$ cat src/rtl/clk_meas.sv
// Measures the period and high time of a slow asynchronous signal in clk_in cycles.
// Reports each complete rising-edge-to-rising-edge cycle; flags a sticky timeout when edges stop.
module clk_meas #(
    parameter int unsigned wide    = 24,
    parameter int unsigned max_cnt = 6_000_000
) (
    input  logic            clk_in,
    input  logic            rst,
    input  logic            en,
    input  logic            sig_in,
    output logic [wide-1:0] period,
    output logic [wide-1:0] high_time,
    output logic            valid,
    output logic            timeout,
    output logic            busy
);

    localparam logic [wide-1:0] cnt_max = wide'(max_cnt);
    localparam logic [wide-1:0] cnt_one = wide'(1);

    typedef enum logic [1:0] {
        IDLE = 2'd0,
        ARM  = 2'd1,
        MEAS = 2'd2
    } state_t;

    state_t          state;
    state_t          state_nxt;

    logic            sync_1;
    logic            sync_2;
    logic            sync_3;
    logic            rise_c;
    logic            at_max_c;

    logic [wide-1:0] per_cnt;
    logic [wide-1:0] hi_cnt;
    logic [wide-1:0] per_cnt_nxt;
    logic [wide-1:0] hi_cnt_nxt;
    logic [wide-1:0] period_nxt;
    logic [wide-1:0] high_time_nxt;
    logic            valid_nxt;
    logic            timeout_nxt;
    logic            busy_nxt;

    // Two-flop synchronizer plus a history flop for edge detection.
    always_ff @(posedge clk_in or posedge rst) begin
        if (rst) begin
            sync_1 <= 1'b0;
            sync_2 <= 1'b0;
            sync_3 <= 1'b0;
        end else begin
            sync_1 <= sig_in;
            sync_2 <= sync_1;
            sync_3 <= sync_2;
        end
    end

    assign rise_c   = sync_2 & ~sync_3;
    assign at_max_c = (per_cnt == cnt_max);

    // State register.
    always_ff @(posedge clk_in or posedge rst) begin
        if (rst) begin
            state <= IDLE;
        end else begin
            state <= state_nxt;
        end
    end

    // Next-state logic; dropping en always returns to IDLE.
    always_comb begin
        state_nxt = state;
        if (!en) begin
            state_nxt = IDLE;
        end else begin
            case (state)
                IDLE:    state_nxt = ARM;
                ARM:     if (rise_c) state_nxt = MEAS;
                MEAS:    if (!rise_c && at_max_c) state_nxt = ARM;
                default: state_nxt = IDLE;
            endcase
        end
    end

    // Counter and result update; a rise coinciding with the limit still reports.
    always_comb begin
        per_cnt_nxt   = per_cnt;
        hi_cnt_nxt    = hi_cnt;
        period_nxt    = period;
        high_time_nxt = high_time;
        valid_nxt     = 1'b0;
        timeout_nxt   = timeout;
        busy_nxt      = (state_nxt != IDLE);
        if (!en) begin
            per_cnt_nxt = '0;
            hi_cnt_nxt  = '0;
            timeout_nxt = 1'b0;
        end else begin
            case (state)
                ARM: begin
                    if (rise_c) begin
                        per_cnt_nxt = cnt_one;
                        hi_cnt_nxt  = cnt_one;
                    end else begin
                        per_cnt_nxt = '0;
                        hi_cnt_nxt  = '0;
                    end
                end
                MEAS: begin
                    if (rise_c) begin
                        period_nxt    = per_cnt;
                        high_time_nxt = hi_cnt;
                        valid_nxt     = 1'b1;
                        timeout_nxt   = 1'b0;
                        per_cnt_nxt   = cnt_one;
                        hi_cnt_nxt    = cnt_one;
                    end else if (at_max_c) begin
                        timeout_nxt = 1'b1;
                        per_cnt_nxt = '0;
                        hi_cnt_nxt  = '0;
                    end else begin
                        per_cnt_nxt = per_cnt + cnt_one;
                        hi_cnt_nxt  = hi_cnt + wide'(sync_2);
                    end
                end
                default: begin
                    per_cnt_nxt = '0;
                    hi_cnt_nxt  = '0;
                end
            endcase
        end
    end

    // Datapath and output registers.
    always_ff @(posedge clk_in or posedge rst) begin
        if (rst) begin
            per_cnt   <= '0;
            hi_cnt    <= '0;
            period    <= '0;
            high_time <= '0;
            valid     <= 1'b0;
            timeout   <= 1'b0;
            busy      <= 1'b0;
        end else begin
            per_cnt   <= per_cnt_nxt;
            hi_cnt    <= hi_cnt_nxt;
            period    <= period_nxt;
            high_time <= high_time_nxt;
            valid     <= valid_nxt;
            timeout   <= timeout_nxt;
            busy      <= busy_nxt;
        end
    end

endmodule
$ cat config.mk
export PLATFORM = sky130hd
export DESIGN_NAME = clk_meas
export DESIGN_NICKNAME = d
export VERILOG_FILES = /design/src/rtl/clk_meas.sv
export SDC_FILE = /design/constraint.sdc
export NUM_CORES = 1
export LEC_CHECK = 0
export ABC_AREA = 1
export CAP_MARGIN = 20
export CORE_ASPECT_RATIO = 0.75
export CORE_MARGIN = 2
export CORE_UTILIZATION = 55
export DETAILED_ROUTE_END_ITERATION = 6
export PLACE_DENSITY = 0.78
export SYNTH_ARGS = -nofsm -noshare
export SYNTH_HDL_FRONTEND = slang
export SYNTH_SLANG_ARGS = --single-unit
export TNS_END_PERCENT = 5
$ cat constraint.sdc
create_clock -name clk_in -period 4.4 [get_ports clk_in]
set_clock_uncertainty 0.05 [all_clocks]
set_input_delay 0.66 -clock clk_in [delete_from_list [all_inputs] [get_ports clk_in]]
set_output_delay 0.66 -clock clk_in [all_outputs]
set_load 0.05 [all_outputs]
### Yosys cells after proc, flatten, opt, wreduce, memory -nomap -nowiden

Cells that the tools add are included.

| operators by class | value |
|---|---|
| bitwise gates (word level) | 2 |
| eq/ne operators | 5 |
| reduce and logical (&&, ||, !) cells | 6 |
| add/subtract/negate cells | 2 |
| multiplexer cells | 20 |

Operators with widths:

| kind | number |
|---|---|
| $mux W24 | 6 |
| $pmux W24 S2 | 2 |
| $add A24 B1 Y24 | 1 |
| $add A24 B1 Y24 const B | 1 |
| $eq A24 B23 Y1 const B | 1 |
| $mux W1 | 8 |
| $mux W2 | 3 |
| $pmux W2 S3 | 1 |
| $ne A3 B1 Y1 const B | 1 |
| $reduce_and A3 Y1 | 1 |
| $eq A2 B1 Y1 const B | 1 |
| $eq A2 B2 Y1 const B | 1 |
| $logic_not A2 Y1 | 1 |
| $ne A2 B1 Y1 const B | 1 |
| $reduce_and A2 Y1 | 1 |
| $reduce_bool A2 Y1 | 1 |
| $and A1 B1 Y1 | 1 |
| $logic_and A1 B1 Y1 | 1 |
| $logic_not A1 Y1 | 1 |
| $not A1 Y1 | 1 |

| word-level totals | value |
|---|---|
| input bits | 4 |
| logic and storage cells | 46 |
| bits in registers | 104 |
| output and inout port bits | 51 |

### Depth between registers and ports, before layout

| logic depth | value |
|---|---|
| depth in word-level cells | 8 |
| mapped depth | 12 |
| mapped depth without buffers | 12 |

### Worst setup path after synthesis

OpenSTA, ideal clock, no wires.

| path | value |
|---|---|
| path type | reg2reg |
| start point | register sync_2 |
| end point | register hi_cnt[14] |
| path buffers | 0 |
| clock period less this slack | 1.675 ns |
| arrival time | 1.509 ns |
| stages on the path, launching flop included | 12 |
| library setup time | 0.117 ns |
| path slack | 2.725 ns |
| required time | 4.233 ns |
| cells stage by stage | dfrtp_1 ha_1 ha_1 nand2_1 nor2_2 nand3_1 nor2_4 inv_2 nor2_1 nand2_1 nand2_1 nor2_1 |

| on the way | value |
|---|---|
| word-level cells in the longest chain between the ends | 5 |
| elaborated cells between the ends (all ways) | 6 |
| those cells by class | add/sub: 1; mux: 4; bitwise: 1 |

Ends and longest elaborated chain:

| element | RTL line | text |
|---|---|---|
| start: declaration | 31 | `logic sync_2;` |
| start signal: assignment | 54 | `sync_2 <= sync_1;` |
| $add A24 B1 Y24 | 124 | `hi_cnt_nxt = hi_cnt + wide'(sync_2);` |
| $mux W24 | 118 | `end else if (at_max_c) begin` |
| $mux W24 (*) | 111 | `if (rise_c) begin` |
| $pmux W24 S2 (*) | 100 | `case (state)` |
| $mux W24 (*) | 95 | `if (!en) begin` |
| net hi_cnt_nxt[14] | 39 | `logic [wide-1:0] hi_cnt_nxt;` |
| end signal: assignment | 147 | `hi_cnt <= hi_cnt_nxt;` |
| end: declaration | 37 | `logic [wide-1:0] hi_cnt;` |

Mark *: on every way through the listed nets, which the timed path passes. The rest lies on a longest branch.
A chain may end at the register's enable or synchronous reset.

### Worst setup path in the final report

| path | value |
|---|---|
| start point | input en |
| end point | register period[15] |

| on the way | value |
|---|---|
| word-level cells in the longest chain between the ends | 1 |

Ends and longest elaborated chain:

| element | RTL line | text |
|---|---|---|
| start: declaration | 9 | `input logic en,` |
| $reduce_and A3 Y1 (no line) | n/a |  |
| end signal: assignment | 148 | `period <= period_nxt;` |
| end: declaration | 11 | `output logic [wide-1:0] period,` |

Every way passes these cells.

==> impl_metrics.ini <==
[cts]
clock_sinks = 104
cts_buffer_depth = 2
hold_buffers = 0
clk_pin_slew_ps = 60
cts_resized = 0
cts_tree = done
htreeDepth = 3
cts_setup_buffers = 0
clk_latency_ps = 350
cts-buffers-inserted = 9
cts_root_buf = clkbuf_16

[place]
io_buffers = 54
pre_cts_ws_ps = 1120
gp_congestion = 0.931
dp_hpwl_um = 7200
dpl-instance-area_sq_um = 5460

[setup_path]
worstSetupPathType = in -> reg
cp_cell_sequence = clkdlybuf4s50_1 > nand2_1 > nor2_1 > inv_2 > buf_4 > nand2_1 > o21ai_0
slowest_delay_ps = 650
critPathLaunchType = input pin
cp-end-kind = flip-flop
worstPathRequired_ps = 4570
r2r-end = period[15]
crit_top_cell = nand2_1
reg2reg_setup_slack_ps = 1590
crit_path_max_fanout = 52
timing.rr.start = state[0]
arrival_ps = 3090
crit_slowest_cell = nor2_1
rr_worst_depth = 8

[route]
num_vias = 3858
wl_um = 10500
via_per_inst = 5.26
drtAntennaViolNets = 0
drt-initial-drc-count = 208
wl_per_cell_um = 14.3
dr.pass1.iters = 5
drcViolationCount = 0

[layout]
fin_nets = 632
postLayoutCellArea_sq_um = 5750
diodes = 0
syn2layout_area_growth_pct = 19.2
drive_gt1_share_pct = 8.32
fin_util_pct = 67.7
nFillCells = 697

[floorplanning]
initial_utilization_pct = 56.8
die_w_um = 112
design.die.area_sq_um = 9550
core_sq_um = 8490
rows = 29
boundaryPins = 55
die_y_um = 85.1

[yosys]
yosysWarningCount = 0
synth_top_area_cell = dfrtp_1
synth_nets = 577
synth-seq-cells = 104
synth-seq-area-share_pct = 53.9
synth_cell_types = 31
ys_top_cells_by_area = dfrtp_1 54%, nand2_1 11%, nor2_1 6.0%, inv_1 4.4%, xor2_1 4.0%
postSynthCellCount = 565
synth_area_sq_um = 4820
post-synth-top-area-fraction_pct = 53.9
syn_area_per_cell_sq_um = 8.54

[outcome]
status = finished, final reports clean

[global_route]
antenna_found_initial = 0
grt_first_pass_wirelength_um = 17500
grt_max_degree = 70
grt.total_usage_pct = 23.3
grt_pass1_vias = 3684
grt-ovfl-total = 0

[power]
leakage_nw = 2.52
max-vdd-ir-drop_mv = 0.248
power_density_nw_per_um2 = 313

[min_path]
hold_start = sync_1
hold_path_end = sync_2
hold_path.class = reg -> reg
holdPathStages = 0

[sta]
hold_ws_ps = 307
period_needed_ps = 2920
setup_ws_ps = 1480
fmax_ghz = 0.343
final-hold-violation-count = 0
worst_pin_slew_ps = 850
period_share_pct = 66.3
finalSetupTns_ps = 0
setup_viol = 0
finalMaxSlewViolations = 0
rsz0062_at_grt = no
slew_headroom_pct = 43.3

[job]
maxCapViolations = 0
==> cell usage after synthesis (all sizes together) <==
| master | number |
|---|---|
| a21oi | 10 |
| a31oi | 4 |
| and3 | 1 |
| buf | 10 |
| clkbuf | 4 |
| dfrtp | 104 |
| ha | 8 |
| inv | 69 |
| nand2 | 150 |
| nand3 | 24 |
| nand3b | 1 |
| nand4 | 7 |
| nor2 | 86 |
| nor3 | 19 |
| nor3b | 2 |
| nor4 | 2 |
| o21ai | 41 |
| o22ai | 1 |
| xor2 | 22 |
==> how the worst max path moves through the flow <==
| stage | from | end | slack, ps | cells after the start |
|---|---|---|---|---|
| floorplan | rst | busy | 960 | 1 |
| global placement | en | period[13] | 1300 | 7 |
| detailed placement | en | period[15] | 1120 | 7 |
| CTS | en | period[15] | 1480 | 7 |
| global route | en | period[4] | 1210 | 7 |
| finish | en | period[15] | 1480 | 7 |
==> placed cells by master (no fill, tap or decap), drive strengths merged <==
cell type      netlist  routed
and3                 1       1
xor2                22      22
nor3                19      19
clkbuf               4      11
o21ai               41      41
bufinv               0       1
buf                 10       4
a21oi               10      10
ha                   8       8
nor2                86      86
nand3               24      24
nor3b                2       2
nand2              150     150
dfrtp              104     104
nor4                 2       2
nand3b               1       1
inv                 69      69
a31oi                4       4
clkdlybuf4s50        0      54
o22ai                1       1
nand4                7       7
clkinv               0       4
==> sequential cells by signal (all words and copies together) (netlist names) <==
name	cells
period	24
high_time	24
sync_2	1
sync_3	1
timeout	1
state	2
valid	1
hi_cnt	24
per_cnt	24
sync_1	1
busy	1
==> worst max-delay path, delay by kind of cell <==
family          cells  cell delay (ps)
compound gates      1               90
buf+inv             3             1490
simple gates        3              850
==> stage by stage <==
stage,std cells,power [mW]
6_report,733,1.80
2_1_floorplan,565,1.01
3_5_place_dp,717,1.02
3_3_place_gp,717,1.02
4_1_cts,733,1.82
5_1_grt,733,1.86
==> logic make-up after synthesis <==
logic type,share of synthesized area (%)
xor gates and xnor gates,3.99
buffers and inverters,6.90
AOI/OAI and AO/OA,5.94
adders and majority gates,2.07
and+or+nand+nor,27.2
DFF,53.9
==> power by group <==
part	switching [mW]	internal [mW]	total, mW
logic	0.0327	0.0100	0.0428
clock network	0.356	0.442	0.798
registers	0.00224	0.959	0.961
total	0.391	1.41	1.80
==> cell type report <==
cell class	count	area, sq um	area share (%)
sequential	104	2600	45.2
multi-input combinational	378	1890	32.8
inverter	69	264	4.59
clock inverter	5	57.6	1.00
clock buffer	11	233	4.05
tap	108	135	2.35
timing repair buffer	58	571	9.92
==> routing by layer <==
metal | global-route usage (%) | up-vias | routed length, um
met2 | 34.7 | 123 | 4750
met3 | 6.00 | 9 | 604
met4 | 5.54 | 0 | 102
met5 | 0 | - | 0
met1 | 34.9 | 1848 | 5010
li1 | - | 1878 | -
(Power assumes the default switching activity.)
